$ cat src/rtl/map_scroll_ctl_pkg.sv
// Shared game-side types and constants for the horizontal map scroller.
package map_scroll_ctl_pkg;

  typedef enum logic [1:0] {IDLE, MOVING, BRAKING} scroll_state_t;

  localparam int unsigned POS_FRAC_BITS = 4;
  localparam int unsigned MAP_VIS_W     = 256;

endpackage

$ cat src/rtl/map_scroll_ctl_if.sv
// Frame/button inputs and offset outputs exchanged between game logic and scroller.
interface map_scroll_ctl_if;

  logic       vblnk;
  logic       move_left;
  logic       move_right;
  logic       enable;
  logic [7:0] map_ofset;
  logic       frame_tick;
  logic       moving;

  modport master (
    output vblnk, move_left, move_right, enable,
    input  map_ofset, frame_tick, moving
  );

  modport slave (
    input  vblnk, move_left, move_right, enable,
    output map_ofset, frame_tick, moving
  );

endinterface

$ cat src/rtl/map_scroll_ctl_edge_tick.sv
// Registered one-cycle pulse on each rising edge of sig.
module map_scroll_ctl_edge_tick (
  input  logic clk,
  input  logic rst,
  input  logic sig,
  output logic pulse
);

  logic sig_d;

  // sig_d tracks sig even in reset, so a level already high at release is not an edge.
  always_ff @(posedge clk) begin
    sig_d <= sig;
    if (rst) pulse <= 1'b0;
    else     pulse <= sig & ~sig_d;
  end

endmodule

$ cat src/rtl/map_scroll_ctl.sv
// Frame-rate horizontal scroll integrator: velocity with accel/braking, 8.4 position.
module map_scroll_ctl
  import map_scroll_ctl_pkg::*;
#(
  parameter int ACC      = 2,
  parameter int DEC      = 1,
  parameter int MAX_VEL  = 32,
  parameter int OFS_MAX  = int'(MAP_VIS_W) - 1,
  parameter int INIT_OFS = 0
) (
  input  logic clk,
  input  logic rst,
  map_scroll_ctl_if.slave bus
);

  localparam int             FRAC_SCALE = 2 ** POS_FRAC_BITS;
  localparam int             POS_MAX    = OFS_MAX * FRAC_SCALE + FRAC_SCALE - 1;
  localparam logic [11:0]    POS_INIT   = 12'(INIT_OFS * FRAC_SCALE);

  scroll_state_t      state, state_nxt;
  logic signed [6:0]  vel, vel_nxt, vel_c;
  logic [11:0]        pos, pos_nxt;
  logic [7:0]         ofs;
  logic               mov;
  logic               tick;
  logic               right_only, left_only, single, sat;
  logic signed [8:0]  v_acc;
  logic signed [13:0] p_sum;

  map_scroll_ctl_edge_tick u_tick (
    .clk   (clk),
    .rst   (rst),
    .sig   (bus.vblnk),
    .pulse (tick)
  );

  always_comb begin
    right_only = bus.move_right & ~bus.move_left;
    left_only  = bus.move_left & ~bus.move_right;
    single     = right_only | left_only;
    v_acc      = 9'(vel);
    if (right_only) begin
      v_acc = 9'(vel) + 9'(ACC);
      if (v_acc > 9'(MAX_VEL)) v_acc = 9'(MAX_VEL);
    end else if (left_only) begin
      v_acc = 9'(vel) - 9'(ACC);
      if (v_acc < -9'(MAX_VEL)) v_acc = -9'(MAX_VEL);
    end else if (vel > 7'sd0) begin
      v_acc = 9'(vel) - 9'(DEC);
      if (v_acc < 9'sd0) v_acc = '0;
    end else if (vel < 7'sd0) begin
      v_acc = 9'(vel) + 9'(DEC);
      if (v_acc > 9'sd0) v_acc = '0;
    end
    vel_c = 7'(v_acc);

    p_sum   = $signed({2'b00, pos}) + 14'(vel_c);
    sat     = 1'b0;
    pos_nxt = p_sum[11:0];
    vel_nxt = vel_c;
    if (p_sum < 14'sd0) begin
      sat     = 1'b1;
      pos_nxt = '0;
      vel_nxt = '0;
    end else if (p_sum > 14'(POS_MAX)) begin
      sat     = 1'b1;
      pos_nxt = 12'(POS_MAX);
      vel_nxt = '0;
    end
    if (!bus.enable) begin
      vel_nxt = '0;
      pos_nxt = pos;
    end

    // Saturation with no direction held lands in IDLE via vel_nxt == 0.
    state_nxt = state;
    if (!bus.enable)            state_nxt = IDLE;
    else if (single)            state_nxt = MOVING;
    else if (vel_nxt == 7'sd0)  state_nxt = IDLE;
    else                        state_nxt = BRAKING;
  end

  always_ff @(posedge clk) begin
    if (rst) begin
      state <= IDLE;
      vel   <= '0;
      pos   <= POS_INIT;
      ofs   <= POS_INIT[11:4];
      mov   <= 1'b0;
    end else if (tick) begin
      state <= state_nxt;
      vel   <= vel_nxt;
      pos   <= pos_nxt;
      ofs   <= pos_nxt[11:4];
      mov   <= (vel_nxt != 7'sd0);
    end
  end

  assign bus.frame_tick = tick;
  assign bus.map_ofset  = ofs;
  assign bus.moving     = mov;

  logic unused_sat;
  assign unused_sat = sat;

endmodule

$ cat src/flat_wrapper.sv
// flat-port wrapper written by rule: the top's interface ports become plain ports
module map_scroll_ctl_flat import map_scroll_ctl_pkg::*;
#(
  parameter int ACC      = 2,
  parameter int DEC      = 1,
  parameter int MAX_VEL  = 32,
  parameter int OFS_MAX  = int'(MAP_VIS_W) - 1,
  parameter int INIT_OFS = 0
)
  (clk, rst, bus_vblnk, bus_move_left, bus_move_right, bus_enable, bus_map_ofset, bus_frame_tick, bus_moving);
  map_scroll_ctl_if bus_i ();
  input  logic clk;
  input  logic rst;
  input wire logic [$bits(bus_i.vblnk)-1:0] bus_vblnk;
  input wire logic [$bits(bus_i.move_left)-1:0] bus_move_left;
  input wire logic [$bits(bus_i.move_right)-1:0] bus_move_right;
  input wire logic [$bits(bus_i.enable)-1:0] bus_enable;
  output wire logic [$bits(bus_i.map_ofset)-1:0] bus_map_ofset;
  output wire logic [$bits(bus_i.frame_tick)-1:0] bus_frame_tick;
  output wire logic [$bits(bus_i.moving)-1:0] bus_moving;
  assign bus_i.vblnk = bus_vblnk;
  assign bus_i.move_left = bus_move_left;
  assign bus_i.move_right = bus_move_right;
  assign bus_i.enable = bus_enable;
  assign bus_map_ofset = bus_i.map_ofset;
  assign bus_frame_tick = bus_i.frame_tick;
  assign bus_moving = bus_i.moving;
  map_scroll_ctl #(.ACC(ACC), .DEC(DEC), .MAX_VEL(MAX_VEL), .OFS_MAX(OFS_MAX), .INIT_OFS(INIT_OFS)) u_core (.clk(clk), .rst(rst), .bus(bus_i));
endmodule
$ cat config.mk
export PLATFORM = sky130hd
export DESIGN_NAME = map_scroll_ctl_flat
export DESIGN_NICKNAME = d
export VERILOG_FILES = /design/src/rtl/map_scroll_ctl_pkg.sv /design/src/rtl/map_scroll_ctl_if.sv /design/src/rtl/map_scroll_ctl_edge_tick.sv /design/src/rtl/map_scroll_ctl.sv /design/src/flat_wrapper.sv
export SDC_FILE = /design/constraint.sdc
export NUM_CORES = 1
export LEC_CHECK = 0
export CORE_MARGIN = 4
export CORE_UTILIZATION = 60
export CTS_BUF_LIST = sky130_fd_sc_hd__clkbuf_2 sky130_fd_sc_hd__clkbuf_4 sky130_fd_sc_hd__clkbuf_8
export DETAILED_ROUTE_END_ITERATION = 10
export PLACE_DENSITY = 0.81
export SLEW_MARGIN = 20
export SYNTH_ARGS = -nofsm -noshare
export SYNTH_HDL_FRONTEND = slang
export SYNTH_SLANG_ARGS = --single-unit
$ cat constraint.sdc
create_clock -name clk -period 7.9 [get_ports clk]
set_clock_uncertainty 0.2 [all_clocks]
set_input_delay 2.37 -clock clk [delete_from_list [all_inputs] [get_ports clk]]
set_output_delay 2.37 -clock clk [all_outputs]
set_load 0.05 [all_outputs]
* Yosys cells after proc, flatten, opt, wreduce, memory -nomap -nowiden
Cells that the tools add are included.
W data, S select, Z words.
** Cells by class
- $add $sub $neg :: 5
- Reduce and logical (&&, ||, !) cells :: 2
- $lt $le $gt $ge :: 8
- Mux-type cells :: 13
- Bitwise gates (word level) :: 6
** Operators by type and width (number)
- $mux W7 :: 11
- $mux W12 :: 2
- $add A13 B7 Y14 :: 1
- $gt A14 B13 Y1 const B :: 1
- $lt A14 B1 Y1 const B :: 1
- $add A7 B2 Y8 const B :: 1
- $add A7 B3 Y8 const B :: 1
- $gt A8 B1 Y1 const B :: 1
- $gt A8 B7 Y1 const B :: 1
- $lt A8 B1 Y1 const B :: 1
- $lt A8 B6 Y1 const B :: 1
- $sub A7 B2 Y8 const B :: 1
- $sub A7 B3 Y8 const B :: 1
- $gt A7 B1 Y1 const B :: 1
- $lt A7 B1 Y1 const B :: 1
- $reduce_bool A7 Y1 :: 1
- $and A1 B1 Y1 :: 3
- $not A1 Y1 :: 3
- $reduce_and A2 Y1 :: 1
** Storage, ports and cells
- Output and inout bits :: 10
- Flip-flop bits (word level) :: 22
- Logic and storage cells :: 40
- Input bits :: 6

* Logic depth before layout (Yosys ltp)
Gate-level depths: netlist of the first run.
- Depth after elaboration :: 13
- Gate-level depth with buffers :: 21
- Gate-level depth less buffers :: 18

* Modules after synthesis
From an unflattened synthesis of the first run, not the netlist that was laid out.
** Unflattened totals
- Cells, all modules :: 297
- Area, all modules :: 2323.5 um2
** By module, submodules not included
- map_scroll_ctl :: times used 1, area each 2270.9 um2, cells an instance 294, seq. area each 400.4 um2
- map_scroll_ctl_edge_tick :: times used 1, area each 52.6 um2, cells an instance 3, seq. area each 40.0 um2

* Worst setup path after synthesis of the first run
Ideal clock, no wire load.
- Kind :: input -> register
- Start :: input port bus_move_left
- End :: register u_core.ofs[2], in the netlist u_core.bus.map_ofset[2]
- Slack :: 2.105 ns
- Library setup time :: 0.127 ns
- Arrival :: 5.468 ns
- Stages :: 17
- Required time :: 7.573 ns
- Buffers on the path :: 2
- Cells stage by stage :: nor2b_1 > clkbuf_1 > o211ai_1 > a21boi_2 > a31oi_1 > ha_1 > inv_1 > fa_1 > and2b_1 > o211ai_1 > a211o_1 > a311oi_2 > nor2_1 > xnor2_2 > buf_4 > o21ai_2 > a21oi_2
** Between the ends
- Longest elaborated chain between the ends :: 7
- Elaborated cells on any way between the ends :: 10
- Those cells by class :: 1 x add/sub; 2 x order compare; 4 x mux; 3 x bitwise
** Ends and longest elaborated chain
- start, declared :: line flat_wrapper.sv:15 : input wire logic [$bits(bus_i.move_left)-1:0] bus_move_left;
- $and A1 B1 Y1 or $not A1 Y1 (tied branches) :: line map_scroll_ctl.sv:39, map_scroll_ctl.sv:38
- $mux W7 or $and A1 B1 Y1 (tied branches) :: line map_scroll_ctl.sv:45, map_scroll_ctl.sv:38
- $mux W7 (*) :: line map_scroll_ctl.sv:42 : if (right_only) begin
- $add A13 B7 Y14 (*) :: line map_scroll_ctl.sv:57 : p_sum = $signed({2'b00, pos}) + 14'(vel_c);
- $gt A14 B13 Y1 :: line map_scroll_ctl.sv:65 : end else if (p_sum > 14'(POS_MAX)) begin
- $mux W12 :: line map_scroll_ctl.sv:65
- $mux W12 (*) :: line map_scroll_ctl.sv:61 : if (p_sum < 14'sd0) begin
- end signal, assigned :: line map_scroll_ctl.sv:88 : ofs <= POS_INIT[11:4];
- end signal, assigned :: line map_scroll_ctl.sv:94 : ofs <= pos_nxt[11:4];
- end, declared :: line map_scroll_ctl.sv:23 : logic [7:0] ofs;
Mark *: on every way between the ends. The rest lies on a longest branch, timed or not.
A chain may end at the register's enable or synchronous reset.

* Worst setup path after layout of the first run
- Start :: input port bus_move_left
- End :: register u_core.ofs[1], in the netlist u_core.bus.map_ofset[1]
The elaborated chain is that of the path after synthesis.

==> flow_summary.json, run 1 <==
{
  "stdcell_area_mm2": 0.00236,
  "yosysSeqAreaShare_pct": 19.9,
  "grt_overflow": 0,
  "min_from": "u_core.u_tick.sig_d",
  "met2_usage_pct": 36.6,
  "regArea_um2": 440,
  "cts_made_buffers": 3,
  "arrival_ns": 6.83,
  "end_kind": "register",
  "drtPass1Iterations": 5,
  "floorplan.initialDensity_pct": 64.4,
  "cts_setup_buffers": 0,
  "drive_above_1_share_pct": 5.12,
  "leakagePower_nw": 0.959,
  "io_pins": 16,
  "ir_worst_vdd_mv": 0.109,
  "wl_um": 5120,
  "synthFlopType": "dfxtp_1",
  "root_buffer": "clkbuf_8",
  "fin_crit_sh_pct": 86.5,
  "syn_nets": 326,
  "grt_setup_unrepaired": "no",
  "reg2reg_slack_ns": 2.74,
  "clock_sink_count": 22,
  "critPathKind": "input pin to register",
  "drv_cap": 0,
  "async_flop_share_pct": 0,
  "cts_tree": "done",
  "clk_path_buf_depth": 2,
  "power_density_mw_per_mm2": 117,
  "crit_path_max_fanout": 12,
  "n_antenna_cell": 0,
  "ctsHtreeMaxLevel": 1,
  "hold_viol": 0,
  "fillCellCount": 304,
  "hold_class": "register to register",
  "max_slew.worst_pin.slew_ns": 0.946,
  "setup_tns_ns": 0,
  "rr_startpoint": "u_core.vel[1]",
  "worstSetupPathDepth": 16,
  "crit_buf_inv": 2,
  "drtAntennaViolNets": 0,
  "use_met3_pct": 3.57,
  "avgSynthCellArea_um2": 7.41,
  "ff2ff_path_depth": 18,
  "grt_util_met1_pct": 36.7,
  "port-buffer-count": 15,
  "period_needed_ns": 6.83,
  "cpMaxStageDelayCell": "xnor2_2",
  "fin_cells": 339,
  "multiInputGateArea_mm2": 0.00158,
  "clk_pin_slew_worst_paths_ns": 0.09,
  "drcViolationCount": 0,
  "core_area_mm2": 0.00344,
  "p_total_mw": 0.276,
  "ys_ff_latch": 22,
  "relSlewSlack_pct": 36.9,
  "whs_path_depth": 1,
  "netlist_area_mm2": 0.00222,
  "track_usage_pct": 24.2,
  "yosysUniqueCellTypes": 58,
  "antenna_found_initial": 0,
  "crit_family": "compound AO/OA/AOI/OAI gates",
  "hpwl_um": 3740,
  "nets": 321,
  "gp_congestion": 0.919,
  "outcome": "complete, no violations",
  "ctsResizeCount": 0,
  "ys_warn_count": 0,
  "post_dp_cell_area_mm2": 0.00228,
  "start_kind": "input pin",
  "syn_inst": 299,
  "worstPathRequired_ns": 7.90,
  "grt_pass1_vias": 1910,
  "path_cells": "clkdlybuf4s50_1, nor2b_1, o211ai_1, a21boi_2, a31oi_1, ha_1, inv_1, fa_1, and2b_1, o211ai_1, a211o_1, a311oi_2, nor2_1, xnor2_2, o21ai_1, a21oi_1",
  "dp.cells": 335,
  "grt_max_degree": 19,
  "synth_edf_count": 0,
  "worstSkewPairLatency_ns": 0.26,
  "fmax_mhz": 146,
  "grt-busiest-layer": "met1",
  "postCtsHoldBufs": 0,
  "post_drt_wl_per_cell_um": 15.1,
  "die_h_um": 68.8,
  "num_vias": 2107,
  "die_w_um": 68.8,
  "viasPerCell": 6.22,
  "setup_viol": 0,
  "crit_top_cell": "o211ai_1",
  "finalMaxSlewViolations": 0,
  "hold_path_end": "u_core.u_tick.pulse",
  "grt_pass1_wl_um": 8890,
  "reg2reg_to": "u_core.bus.map_ofset[1]",
  "slowest_delay_ns": 0.53,
  "num_rows": 21,
  "die_area_mm2": 0.00473,
  "drtIter0Drc": 231,
  "area_growth_pct": 6.32
}
[placed cells by master, fill, tap and decap left out, types with 4 or more instances in the layout]
cell type,n
a21o_1,4
nand3_1,6
nand2_1,34
a211o_1,4
nor2b_1,5
dfxtp_1,22
nor3b_1,4
a21oi_1,23
xnor2_1,11
o211ai_1,7
nor2_1,25
xor2_1,5
nand2b_1,6
o21ai_0,12
inv_1,13
clkdlybuf4s50_1,15
a31oi_1,8
o21ai_1,18
ha_1,20
[metrics by stage]
step	hold slack (ns)	setup WS [ns]	utilization (%)
finish	0.206	1.07	68.4
detailed placement	0.191	0.952	66.4
CTS	0.206	1.15	68.4
floorplan	0.173	2.10	-
global route	0.218	0.761	68.4
global placement	0.188	1.11	66.4
[kinds of logic after synthesis]
family,synth area share (%)
flip-flops,19.9
XOR/XNOR,7.06
buffers and inverters,8.64
AO/OA/AOI/OAI,31.3
adder cells (fa/ha/maj),12.2
AND/OR/NAND/NOR,20.9
[area by class of cell]
type | instances | share of cell area (%)
clock buffers | 3 | 1.75
clock inverters | 1 | 1.27
inverters | 14 | 2.23
multi-input cells | 238 | 67.2
flip-flops and latches | 22 | 18.7
well taps | 46 | 2.44
repair buffers | 15 | 6.37
[cell usage after synthesis (all sizes together) (3+ instances only)]
master / count / area, um^2
a32oi: 3 / 33.8
dfxtp: 22 / 440
o211ai: 7 / 52.6
nor3b: 4 / 30.0
nand2b: 6 / 37.5
a21oi: 24 / 124
clkbuf: 7 / 26.3
ha: 20 / 250
buf: 18 / 113
a211o: 4 / 35.0
xnor2: 12 / 113
nor2: 25 / 93.8
o21ai: 31 / 159
nand3: 6 / 30.0
a311oi: 3 / 32.5
inv: 14 / 52.6
o21a: 3 / 22.5
o311ai: 3 / 26.3
nor3: 3 / 25.0
nor2b: 5 / 31.3
xor2: 5 / 43.8
a21o: 4 / 30.0
nand2: 35 / 134
a31oi: 8 / 50.1
[report_power, final]
part	switching (mW)	internal (mW)	total (mW)
combinational	0.0329	0.0207	0.0536
sequential	0.00276	0.113	0.116
clock	0.0388	0.0677	0.106
total	0.0744	0.201	0.276
[flip-flops by register name, summed over array words and instances, names as in the netlist]
signal / cells
u_core.bus.map_ofset: 8
u_core.bus.moving: 1
u_core.pos: 4
u_core.u_tick.pulse: 1
u_core.u_tick.sig_d: 1
u_core.vel: 7
[per-layer routing]
metal / vias up / routed length, um
met5: - / 0
met4: 0 / 19
met3: 2 / 333
met2: 87 / 2170
met1: 960 / 2600
li1: 1058 / -
[worst max path at each step]
stage / from / slack [ns] / to
after CTS: bus_move_left / 1.15 / u_core.bus.map_ofset[1]
after global placement: bus_move_left / 1.11 / u_core.bus.map_ofset[1]
after detailed placement: bus_move_left / 0.95 / u_core.bus.map_ofset[1]
after global routing: bus_move_left / 0.76 / u_core.bus.map_ofset[1]
after floorplan: bus_move_left / 2.10 / u_core.bus.map_ofset[2]
final: bus_move_left / 1.07 / u_core.bus.map_ofset[1]
Power figures use the tool's default switching activity.
==> run 2, diff against run 1 <==
--- a/config.mk
+++ b/config.mk
@@ -10,7 +10,6 @@
 export CTS_BUF_LIST = sky130_fd_sc_hd__clkbuf_2 sky130_fd_sc_hd__clkbuf_4 sky130_fd_sc_hd__clkbuf_8
 export DETAILED_ROUTE_END_ITERATION = 10
 export PLACE_DENSITY = 0.81
-export SLEW_MARGIN = 20
 export SYNTH_ARGS = -nofsm -noshare
 export SYNTH_HDL_FRONTEND = slang
 export SYNTH_SLANG_ARGS = --single-unit
==> constraint.sdc (replaced) <==
create_clock -name clk -period 6.6 [get_ports clk]
set_clock_uncertainty 0.2 [all_clocks]
set_input_delay 1.98 -clock clk [delete_from_list [all_inputs] [get_ports clk]]
set_output_delay 1.98 -clock clk [all_outputs]
set_load 0.05 [all_outputs]
==> run 2 against run 1 <==
  * Via count shrank 1.0%
  * Routed wire length rose by 2.9%
  * Global-route usage is 0.15 points higher
  * Non-clock buffer count grew 3
  * Clock power increased by 21%
  * Final area grew 0.96%
  * Register-to-register slack got worse by 1.3 ns
  * Flip-flop and latch count unchanged
  * Utilization is 0.65 points higher
  * Critical path type unchanged
  * Critical endpoint unchanged
==> flow_summary.json, run 2 (synthesis gave the netlist of run 1 again) <==
{
  "outcome": "complete, no violations",
  "antenna_found_initial": 0,
  "ctsHtreeMaxLevel": 1,
  "drv_cap": 0,
  "critPathKind": "input pin to register",
  "core_area_mm2": 0.00344,
  "power_frac_clock_pct": 38.4,
  "setup_viol": 0,
  "hold_ws_ns": 0.206,
  "gp_congestion": 0.934,
  "num_rows": 21,
  "dp.cells": 338,
  "grt_max_degree": 19,
  "cts_made_buffers": 3,
  "drive_above_1_share_pct": 6.08,
  "leakagePower_nw": 0.974,
  "final_common_cell": "nand2_1",
  "post_dp_cell_area_mm2": 0.00231,
  "switching_share_pct": 27.2,
  "fmax_mhz": 164,
  "drtIter0Drc": 195,
  "arrival_ns": 6.12,
  "cts_setup_buffers": 0,
  "drtPass1Iterations": 4,
  "cts_tree": "done",
  "stdcell_area_mm2": 0.00238,
  "period_needed_ns": 6.12,
  "end_kind": "register",
  "ir_worst_vdd_mv": 0.147,
  "grt_overflow": 0,
  "setup_ws_ns": 0.485,
  "fillCellCount": 289,
  "relSlewSlack_pct": 40.5,
  "die_h_um": 68.8,
  "hold_class": "register to register",
  "seqPwrFrac_pct": 41.6,
  "postCtsHoldBufs": 0,
  "worstPathRequired_ns": 6.60,
  "post_drt_wl_per_cell_um": 15.4,
  "track_usage_pct": 24.4,
  "clk_pin_slew_worst_paths_ns": 0.08,
  "n_antenna_cell": 0,
  "ctsResizeCount": 0,
  "drtAntennaViolNets": 0,
  "intPower_mw": 0.242,
  "finalMaxSlewViolations": 0,
  "post-route-util_pct": 69.1,
  "wl_um": 5270,
  "p_total_mw": 0.333,
  "setup_tns_ns": 0,
  "grt_pass1_vias": 1903,
  "fin_cells": 342,
  "crit_path_max_fanout": 12,
  "area_growth_pct": 7.34,
  "final_cell_mix": "nand2_1 (34), nor2_1 (25), a21oi_1 (23), dfxtp_1 (22), ha_1 (20)",
  "hpwl_um": 3910,
  "viasPerCell": 6.10,
  "num_vias": 2086,
  "root_buffer": "clkbuf_8",
  "die_w_um": 68.8,
  "max_slew.worst_pin.slew_ns": 0.892,
  "worstSkewPairLatency_ns": 0.27,
  "clock_sink_count": 22,
  "grt_setup_unrepaired": "no",
  "clk_path_buf_depth": 2,
  "hold_viol": 0,
  "floorplan.initialDensity_pct": 64.4,
  "drcViolationCount": 0,
  "comb_power_share_pct": 20.0,
  "power_density_mw_per_mm2": 140,
  "switching_power_mw": 0.0905,
  "die_area_mm2": 0.00473,
  "nets": 324,
  "grt_pass1_wl_um": 8770,
  "pre_cts_slack_ns": 0.265,
  "start_kind": "input pin",
  "port-buffer-count": 15,
  "fin_crit_sh_pct": 92.7,
  "io_pins": 16,
  "largest_reg_flops": 8
}
[run 2: cell types whose count changed in the layout (fill, tap and decap cells not counted)]
cell	previous run	this run
buf_4	0	3
[run 2: routing by layer]
layer | wire length (um) | GRT usage (%) | vias to the layer above
li1 | - | - | 1063
met1 | 2620 | 36.6 | 949
met2 | 2230 | 35.2 | 66
met3 | 350 | 4.70 | 8
met4 | 67 | 6.57 | 0
met5 | 0 | 0 | -
[run 2: final cells by class]
type,instances,area (um^2),area share (%)
Clock buffer,3,41.3,1.74
Clock inverter,1,30.0,1.26
Sequential cell,22,440,18.5
Tap cell,46,57.6,2.42
Timing Repair Buffer,18,173,7.26
Inverter,14,52.6,2.21
Multi-Input combinational cell,238,1580,66.6
[run 2: worst paths after layout]
check	slack [ns]	cells after the start	start	to
max	0.48	17	bus_move_left	u_core.bus.map_ofset[1]
min reg2reg	0.21	1	u_core.u_tick.sig_d	u_core.u_tick.pulse
max reg2reg	1.49	18	u_core.vel[1]	u_core.bus.map_ofset[1]
min	0.21	1	u_core.u_tick.sig_d	u_core.u_tick.pulse
[run 2: power groups by stage]
stage | Sequential (mW) | Combinational [mW] | Clock (mW)
after floorplan | 0.141 | 0.0491 | 0
after global placement | 0.141 | 0.0642 | 0
after detailed placement | 0.142 | 0.0651 | 0
after CTS | 0.138 | 0.0659 | 0.129
after global routing | 0.139 | 0.0732 | 0.134
final | 0.138 | 0.0665 | 0.128
[run 2: critical path, cell delays in order]
cell	delay [ns]
clkdlybuf4s50_1	0.43
nand2b_1	0.23
a31oi_1	0.21
o21a_1	0.18
a21boi_2	0.07
a31oi_1	0.32
ha_1	0.27
inv_1	0.07
fa_1	0.41
and2b_1	0.23
o211ai_1	0.12
a211o_1	0.32
a311oi_2	0.32
nor2_1	0.12
xnor2_2	0.53
o21ai_1	0.15
a21oi_1	0.16
==> run 3, diff against run 2 <==
--- a/config.mk
+++ b/config.mk
@@ -5,11 +5,13 @@
 export SDC_FILE = /design/constraint.sdc
 export NUM_CORES = 1
 export LEC_CHECK = 0
+export ABC_AREA = 1
+export CORE_ASPECT_RATIO = 0.8
 export CORE_MARGIN = 4
 export CORE_UTILIZATION = 60
 export CTS_BUF_LIST = sky130_fd_sc_hd__clkbuf_2 sky130_fd_sc_hd__clkbuf_4 sky130_fd_sc_hd__clkbuf_8
 export DETAILED_ROUTE_END_ITERATION = 10
-export PLACE_DENSITY = 0.81
+export PLACE_DENSITY = 0.8
 export SYNTH_ARGS = -nofsm -noshare
 export SYNTH_HDL_FRONTEND = slang
 export SYNTH_SLANG_ARGS = --single-unit
==> run 3 against run 2 <==
  * Global-route usage down 0.089 points
  * Register-to-register slack gained 0.89 ns
  * Combinational power rose to 2.5 times the previous value
  * Power up 33%
  * Utilization shrank 3.0 points
  * Sequential power grew 7%
  * Final area grew 16%
  * Non-clock buffer count down 3
  * Synthesized cell count increased by 36%
  * Synthesized area up 17%
  * Clock power barely moved
  * Count of clock-buffer cells in the layout stayed put
  * Largest cell class unchanged
==> flow_summary.json, run 3 <==
{
  "drtAntennaViolNets": 0,
  "clk_pin_slew_worst_paths_ns": 0.08,
  "fin_crit_sh_pct": 84.4,
  "start_kind": "input pin",
  "ys_ff_latch": 22,
  "cts_made_buffers": 3,
  "critPathKind": "input pin to register",
  "drive_above_1_share_pct": 13.9,
  "area_growth_pct": 6.51,
  "setup_tns_ns": 0,
  "reg2reg_to": "u_core.pos[2]",
  "whs_path_depth": 1,
  "port-buffer-count": 15,
  "min_from": "u_core.u_tick.sig_d",
  "viasPerCell": 5.48,
  "cts_setup_buffers": 0,
  "syn_nets": 435,
  "core_area_mm2": 0.00418,
  "num_vias": 2556,
  "setup_ws_ns": 1.03,
  "synthFlopType": "dfxtp_1",
  "synth_edf_count": 0,
  "syn_inst": 408,
  "synth_common_cells": "nand2_1 (108), nand3_1 (42), inv_1 (41), nor2_1 (33), dfxtp_1 (22)",
  "clock_sink_count": 22,
  "wl_um": 6150,
  "ctsHtreeMaxLevel": 1,
  "crit_start": "bus_move_left",
  "die_h_um": 66.8,
  "hold_class": "register to register",
  "track_usage_pct": 24.3,
  "netlist.area_leader.share_pct": 17.0,
  "yosysSeqAreaShare_pct": 17.0,
  "pre_cts_slack_ns": 0.824,
  "n_antenna_cell": 0,
  "rr_startpoint": "u_core.vel[2]",
  "netlist_area_mm2": 0.00259,
  "end_kind": "register",
  "ff2ff_path_depth": 23,
  "num_rows": 21,
  "setup_viol": 0,
  "ys_warn_count": 0,
  "finalMaxSlewViolations": 0,
  "fmax_mhz": 179,
  "grt_setup_unrepaired": "no",
  "hold_viol": 0,
  "drtIter0Drc": 221,
  "yosysUniqueCellTypes": 38,
  "ctsResizeCount": 0,
  "hold_path_end": "u_core.u_tick.pulse",
  "synthTopCellsByArea": "dfxtp_1 (17%), nand2_1 (16%), ha_1 (9.6%), nand3_1 (8.1%), inv_1 (5.9%)",
  "cts_tree": "done",
  "worstPathRequired_ns": 6.59,
  "gp_congestion": 0.940,
  "relSlewSlack_pct": 48.4,
  "postCtsHoldBufs": 0,
  "io_pins": 16,
  "worstSkewPairLatency_ns": 0.26,
  "post-route-util_pct": 66.1,
  "final_cell_mix": "nand2_1 (108), nand3_1 (42), inv_1 (41), nor2_1 (33), dfxtp_1 (22)",
  "drtPass1Iterations": 5,
  "die_area_mm2": 0.00545,
  "arrival_ns": 5.56,
  "root_buffer": "clkbuf_8",
  "async_flop_share_pct": 0,
  "grt_overflow": 0,
  "synth_top_area_cell": "dfxtp_1",
  "period_needed_ns": 5.57,
  "nets": 437,
  "grt_pass1_vias": 2288,
  "drcViolationCount": 0,
  "crit_path_max_fanout": 10,
  "yosysMostFrequentCell": "nand2_1",
  "reg2reg_slack_ns": 2.38,
  "grt_pass1_wl_um": 10400,
  "hpwl_um": 4740,
  "final_common_cell": "nand2_1",
  "avgSynthCellArea_um2": 6.36,
  "ir_worst_vdd_mv": 0.119,
  "largest_reg_flops": 8,
  "max_slew.worst_pin.slew_ns": 0.771,
  "dp.cells": 462,
  "fin_cells": 466,
  "floorplan.initialDensity_pct": 62.1,
  "drv_cap": 0,
  "power_density_mw_per_mm2": 160,
  "post_drt_wl_per_cell_um": 13.2,
  "leakagePower_nw": 1.29,
  "clk_path_buf_depth": 2,
  "outcome": "complete, no violations",
  "grt_max_degree": 17,
  "die_w_um": 81.5,
  "antenna_found_initial": 0
}
run 3: kinds of logic (layout without fill, tap and decap cells):
group / count (synthesis) / in the layout / share of synthesized area, %
AO/OA/AOI/OAI: 58 / 58 / 13.5
XOR/XNOR: 14 / 14 / 4.73
adder cells (fa/ha/maj): 21 / 21 / 10.4
buffers and inverters: 65 / 66 / 11.6
flip-flops: 22 / 22 / 17.0
AND/OR/NAND/NOR: 228 / 228 / 42.8
run 3: worst max path at each step:
stage,end,slack [ns]
2_1_floorplan,u_core.bus.moving,1.95
3_3_place_gp,u_core.bus.map_ofset[1],0.87
3_5_place_dp,u_core.pos[2],0.82
4_1_cts,u_core.pos[2],1.09
5_1_grt,u_core.pos[3],0.73
6_report,u_core.pos[2],1.03
run 3: power by group:
group | switching, mW | total, mW | internal [mW]
Clock | 0.0465 | 0.128 | 0.0810
Sequential | 0.00987 | 0.148 | 0.138
Combinational | 0.110 | 0.168 | 0.0579
run 3: critical path, stage by stage:
cell             delay (ns)
clkdlybuf4s50_1        0.52
inv_1                  0.08
nor2_4                 0.15
clkinv_1               0.23
nor2_1                 0.14
nand3_1                0.08
nand2_1                0.07
nand2_1                0.05
nand2_1                0.13
ha_1                   0.22
inv_1                  0.06
fa_1                   0.44
o21ai_1                0.35
nand3_1                0.11
nand3_1                0.10
nand3_2                0.13
nand2_1                0.13
nand3_2                0.23
nand2_1                0.17
nand2_2                0.07
a21oi_2                0.12
run 3: metrics by stage:
stage               area [um^2]  power (mW)  hold slack, ns
floorplan                  2590       0.281           0.167
global placement           2690       0.312           0.173
detailed placement         2690       0.314           0.171
CTS                        2760       0.443           0.187
global route               2760       0.473           0.203
finish                     2760       0.443           0.185
run 3: layout make-up:
class	count	area, um^2
fill	381	1420
sequential	22	440
multi-input combinational	321	1850
clock inverter	1	30.0
timing repair buffer	15	150
inverter	47	176
clock buffer	3	41.3
tap	57	71.3
run 3: routing by layer:
metal | vias up | global-route usage, % | part of all wire [%]
met5 | - | 0 | 0
met4 | 0 | 5.91 | 0.99
met3 | 8 | 3.51 | 7.4
met2 | 98 | 34.9 | 40
met1 | 1132 | 37.2 | 51
li1 | 1318 | - | -
